==> config.mk <==
export PLATFORM = sky130hd
export DESIGN_NAME = ext_pipe
export DESIGN_NICKNAME = d
export VERILOG_FILES = /design/src/rtl/ext_pipe_pkg.sv /design/src/rtl/ext_core.sv /design/src/rtl/ext_pipe.sv
export SDC_FILE = /design/constraint.sdc
export NUM_CORES = 1
export LEC_CHECK = 0
export CAP_MARGIN = 15
export CORE_MARGIN = 1
export CORE_UTILIZATION = 50
export CTS_BUF_LIST = sky130_fd_sc_hd__clkbuf_8
export DETAILED_ROUTE_END_ITERATION = 16
export PLACE_DENSITY = 0.8
export SETUP_SLACK_MARGIN = 0.2
export SYNTH_ARGS = -nofsm -noshare
export SYNTH_HDL_FRONTEND = slang
export SYNTH_SLANG_ARGS = --single-unit
export TNS_END_PERCENT = 20
==> constraint.sdc <==
create_clock -name clk -period 1.7 [get_ports clk]
set_input_delay 0.34 -clock clk [delete_from_list [all_inputs] [get_ports clk]]
set_output_delay 0.34 -clock clk [all_outputs]
set_load 0.005 [all_outputs]
==> src/rtl/ext_pipe_pkg.sv <==
// Shared control encodings for the immediate-extension path.
// Branch-offset modes take the codes after the original three.
package ext_pipe_pkg;

  localparam int unsigned ExtOp_WIDTH = 3;

  localparam logic [ExtOp_WIDTH-1:0] ExtOp_SIGNED     = 3'b000;
  localparam logic [ExtOp_WIDTH-1:0] ExtOp_UNSIGN     = 3'b001;
  localparam logic [ExtOp_WIDTH-1:0] ExtOp_HIGH16     = 3'b010;
  localparam logic [ExtOp_WIDTH-1:0] ExtOp_SIGNED_SL2 = 3'b011;
  localparam logic [ExtOp_WIDTH-1:0] ExtOp_UNSIGN_SL2 = 3'b100;

endpackage

==> src/rtl/ext_core.sv <==
// Combinational immediate widener implementing the extension mode table.
// Unused mode codes produce zero.
module ext_core
  import ext_pipe_pkg::*;
#(
  parameter int unsigned IMM_W  = 16,
  parameter int unsigned DATA_W = 32
) (
  input  logic [IMM_W-1:0]       imm,
  input  logic [ExtOp_WIDTH-1:0] op,
  output logic [DATA_W-1:0]      data
);

  logic [DATA_W-1:0] sext;
  logic [DATA_W-1:0] zext;

  assign sext = {{(DATA_W-IMM_W){imm[IMM_W-1]}}, imm};
  assign zext = {{(DATA_W-IMM_W){1'b0}}, imm};

  always_comb begin
    data = '0;
    case (op)
      ExtOp_SIGNED:     data = sext;
      ExtOp_UNSIGN:     data = zext;
      ExtOp_HIGH16:     data = {imm, {(DATA_W-IMM_W){1'b0}}};
      ExtOp_SIGNED_SL2: data = sext << 2;
      ExtOp_UNSIGN_SL2: data = zext << 2;
      default:          data = '0;
    endcase
  end

endmodule

==> src/rtl/ext_pipe.sv <==
// Pipelined immediate extension: one-cycle latency, output register plus a
// single skid entry so in_ready is a pure flop output.
module ext_pipe
  import ext_pipe_pkg::*;
#(
  parameter int unsigned IMM_W  = 16,
  parameter int unsigned DATA_W = 32,
  parameter int unsigned TAG_W  = 5
) (
  input  logic                   clk,
  input  logic                   rst,
  input  logic                   flush,
  input  logic                   in_valid,
  output logic                   in_ready,
  input  logic [IMM_W-1:0]       in_imm,
  input  logic [ExtOp_WIDTH-1:0] in_op,
  input  logic [TAG_W-1:0]       in_tag,
  output logic                   out_valid,
  input  logic                   out_ready,
  output logic [DATA_W-1:0]      out_data,
  output logic [TAG_W-1:0]       out_tag
);

  logic [DATA_W-1:0] ext_data;

  logic              or_valid_q, or_valid_d;
  logic [DATA_W-1:0] or_data_q, or_data_d;
  logic [TAG_W-1:0]  or_tag_q, or_tag_d;
  logic              sk_valid_q, sk_valid_d;
  logic [DATA_W-1:0] sk_data_q, sk_data_d;
  logic [TAG_W-1:0]  sk_tag_q, sk_tag_d;

  logic accept;
  logic drain;

  ext_core #(
    .IMM_W (IMM_W),
    .DATA_W(DATA_W)
  ) u_ext_core (
    .imm (in_imm),
    .op  (in_op),
    .data(ext_data)
  );

  // in_ready depends only on the skid flop, never on out_ready.
  assign in_ready  = !sk_valid_q;
  assign accept    = in_valid && in_ready;
  assign drain     = or_valid_q && out_ready;
  assign out_valid = or_valid_q;
  assign out_data  = or_data_q;
  assign out_tag   = or_tag_q;

  always_comb begin
    or_valid_d = or_valid_q;
    or_data_d  = or_data_q;
    or_tag_d   = or_tag_q;
    sk_valid_d = sk_valid_q;
    sk_data_d  = sk_data_q;
    sk_tag_d   = sk_tag_q;

    if (flush) begin
      // Datapath registers keep stale contents; only the valid bits matter.
      or_valid_d = 1'b0;
      sk_valid_d = 1'b0;
    end else if (!or_valid_q || drain) begin
      if (sk_valid_q) begin
        or_valid_d = 1'b1;
        or_data_d  = sk_data_q;
        or_tag_d   = sk_tag_q;
        sk_valid_d = accept;
        if (accept) begin
          sk_data_d = ext_data;
          sk_tag_d  = in_tag;
        end
      end else begin
        or_valid_d = accept;
        if (accept) begin
          or_data_d = ext_data;
          or_tag_d  = in_tag;
        end
      end
    end else if (accept) begin
      sk_valid_d = 1'b1;
      sk_data_d  = ext_data;
      sk_tag_d   = in_tag;
    end
  end

  always_ff @(posedge clk) begin
    if (rst) begin
      or_valid_q <= 1'b0;
      or_data_q  <= '0;
      or_tag_q   <= '0;
      sk_valid_q <= 1'b0;
      sk_data_q  <= '0;
      sk_tag_q   <= '0;
    end else begin
      or_valid_q <= or_valid_d;
      or_data_q  <= or_data_d;
      or_tag_q   <= or_tag_d;
      sk_valid_q <= sk_valid_d;
      sk_data_q  <= sk_data_d;
      sk_tag_q   <= sk_tag_d;
    end
  end

endmodule

==> reports/metrics.cfg, run 1 <==
[outcome]
outcome=finished clean

[sta]
final_min_period_over_clock_period=0.930
clock.fmax_mhz=633
period_minus_slack_ns=1.58
fin_setup_tns_ns=0
worst-slew-pin-transition_ns=0.395
setup_ws_final_ns=0.119
timing.final.setup_violations=0
slew_headroom=0.735
finalMaxSlewViolations=0
rsz0062_at_grt=true
finalHoldViolations=0
worst_clock_skew_ns=0.00726

[setup_path]
cp-start-kind=flop
worst_path_largest_cell_delay_ns=0.53
crit_path_top_delay_cell=clkdlybuf4s50_1
worst-setup-path-type=reg2out
cp_num_cells=1
cp_num_buf_inv=1
critical_path.startpoint=out_data[16]
timing.reg2reg.setup_slack_ns=0.16
regToRegStartpoint=out_valid
worstSetupEndpointType=output pin
reg2regPathDepth=5
endpoint=out_data[16]
critical_path_peak_fanout=2
worstReg2RegEnd=out_data[1]
worst-endpoint-required_ns=1.36
crit_family=buffers and inverters
crit_arrival_ns=1.24
worstPathCellList=clkdlybuf4s50_1

[clocking]
tritoncts=built
clk_pin_slew_worst_paths_ns=0.09
root_buffer=clkbuf_8
clkSinkCount=76
cts-root-to-sink-buffers=2
cts_max_level=3
cts_inserted_buffers=9
clock_latency_ns=0.36

[pwr]
cellInternalPower_mw=2.75
pwr-share-seq=0.481
pwr_density_cell_mw_per_mm2=729
vdd_drop_max_mv=0.637
static-leakage-power_nw=1.91
power.switching_fraction=0.289
power_frac_comb=0.185
p_clk_frac=0.334
switching_power_mw=1.12

[floorplan]
die_h_um=89.6
row_count=31
top_level_ports=68
core_mm2=0.00733
fp.dieArea_mm2=0.00802
initial_utilization=0.523
chipWidth_um=89.6

[place]
place.detailed.hpwl_um=7140
gp_congestion=0.818
detailedPlace.worstSlack_ns=-0.406
place.port_buffers=67
dpl.cell_count=618

[cells_and_area]
drive_above_1_share=0.236
antenna_diode_count=0
finalCoreUtilization=0.723
flow.area_growth_from_synthesis_pct=38.3
final_nets=567
final-instance-count-excl-fill=642

[min_path]
holdCritPathClass=in2reg

[synthesis]
synthTopCellsByCount=dfxtp_1, nor2_1, a21oi_1
yosys.cell_types.count=42
syn-cell-area_mm2=0.00383
number_of_synthesized_flops_with_an_enable_pin=0
syn_nets=475
netlist_top_cells_area=dfxtp_1, nand3b_1, a211oi_1
synthDominantCellAreaShare=0.397
seq_area_frac_synth=0.397
synth.ff_latch_count=76
synth-warning-count=0
synth_largest_area_cell=dfxtp_1
synthArstFlopShare=0
syn_inst=446
syn_area_per_cell_um2=8.60
post-synth-top-count-cell=dfxtp_1
yosys_most_used_dff=dfxtp_1

[grt]
grt_pass1_wl_um=16900
number_of_antenna_violations_at_the_first_check_in_global_routing=0
globalRouteTotalUtil=0.279
first_global_vias=3420
grt_start_max_net_pins=31
globalRoute.totalOverflow=0

[route]
drt-pass1-iter-count=5
drt-total-wl_um=10900
initialDrtViolationCount=290
avgViaCountPerCell=5.83
dr_total_vias=3745
remaining_antenna_violation_count_after_routing=0
drc=0
post_drt_wl_per_cell_um=17.0

[flow_run]
cap_violations=0

==> worst register-to-register path, stage by stage, from the launching register on <==
cell and delay, ns:
dfxtp_2 0.33, nor2b_4 0.13, or3_4 0.47, buf_6 0.18, a31oi_2 0.21, a211oi_2 0.11
==> registers in the layout (all words and copies together), names as in the netlist <==
register / cells
sk_tag_q: 5
out_data: 32
out_tag: 5
sk_data_q: 32
out_valid: 1
sk_valid_q: 1
==> stage by stage <==
step                power [mW]  area [µm²]  hold WS, ns
floorplan                 2.22        3840        0.418
global route              4.02        5300        0.241
global placement          2.53        4880        0.437
detailed placement        2.54        4880        0.447
CTS                       3.85        5160        0.226
finish                    3.87        5300        0.246
==> power groups by stage <==
| stage | clock network [mW] | logic [mW] | registers [mW] |
|---|---|---|---|
| 6_report | 1.29 | 0.714 | 1.86 |
| 5_1_grt | 1.38 | 0.766 | 1.87 |
| 4_1_cts | 1.31 | 0.679 | 1.86 |
| 3_5_place_dp | 0 | 0.640 | 1.90 |
| 3_3_place_gp | 0 | 0.624 | 1.90 |
| 2_1_floorplan | 0 | 0.314 | 1.91 |
==> worst min-delay path by stage <==
stage	from	to	slack, ns	depth (start not counted)
finish	rst	sk_data_q[31]	0.25	2
global route	rst	sk_data_q[31]	0.24	2
CTS	rst	sk_data_q[31]	0.23	2
detailed placement	sk_data_q[17]	sk_data_q[17]	0.45	2
global placement	sk_data_q[17]	sk_data_q[17]	0.44	2
floorplan	flush	out_valid	0.42	1
==> repair_timing <==
item                                    4_1_cts  5_1_grt
cloned                                        2        0
endpoints found under the setup margin       91       96
gates resized for setup                      18       29
hold buffers                                  0        0
pin swaps                                     4       12
setup buffers                                 2        4
==> kinds of logic after synthesis <==
family | count (synthesis) | synth area share
buf+inv | 48 | 0.0581
simple gates | 176 | 0.263
mux | 6 | 0.0157
flops | 76 | 0.397
compound gates | 140 | 0.267
==> placed cells by master (no fill, tap or decap), drive strengths merged <==
master,synthesis,final
nor4,2,2
or3,4,4
dlygate4sd2,0,6
o211ai,6,6
nor4b,4,4
clkdlybuf4s50,0,57
a21oi,40,40
a31oi,3,3
nand3,3,3
nand2,22,22
a21boi,1,1
nand4b,1,1
nor3,18,18
dlymetal6s2s,0,3
inv,2,6
clkinvlp,0,3
mux2i,6,6
and3,1,1
clkbuf,21,9
nor4bb,5,5
o311ai,1,1
nand3b,32,32
nand2b,18,18
nor2,55,55
o21ai,32,32
o41ai,9,9
a211oi,41,41
nor3b,4,4
o21a,1,1
and4b,3,3
and3b,1,1
a2111oi,1,1
a211o,5,5
nor2b,3,3
dfxtp,76,76
buf,25,61
==> metal layers <==
metal / up-vias / routed length [µm] / track usage
li1: 1809 / - / -
met2: 141 / 5300 / 0.450
met3: 23 / 653 / 0.0640
met1: 1772 / 4740 / 0.364
met5: - / 0 / 0
met4: 0 / 230 / 0.105
==> layout make-up <==
| cell class | count | area (µm²) |
|---|---|---|
| clock buffer | 9 | 124 |
| clock inverter | 7 | 57.6 |
| fill | 534 | 2030 |
| inverter | 2 | 7.51 |
| multi-input combinational | 322 | 2210 |
| sequential | 76 | 1530 |
| tap | 99 | 124 |
| timing repair buffer | 127 | 1250 |
No activity file was read; power rests on OpenSTA's default activity.
==> inputs of run 2 (changes only) <==
Settings changed: SLEW_MARGIN from default to 25.
==> results of run 2 <==
Final layout, timing and power as in run 1 (identical DEF).
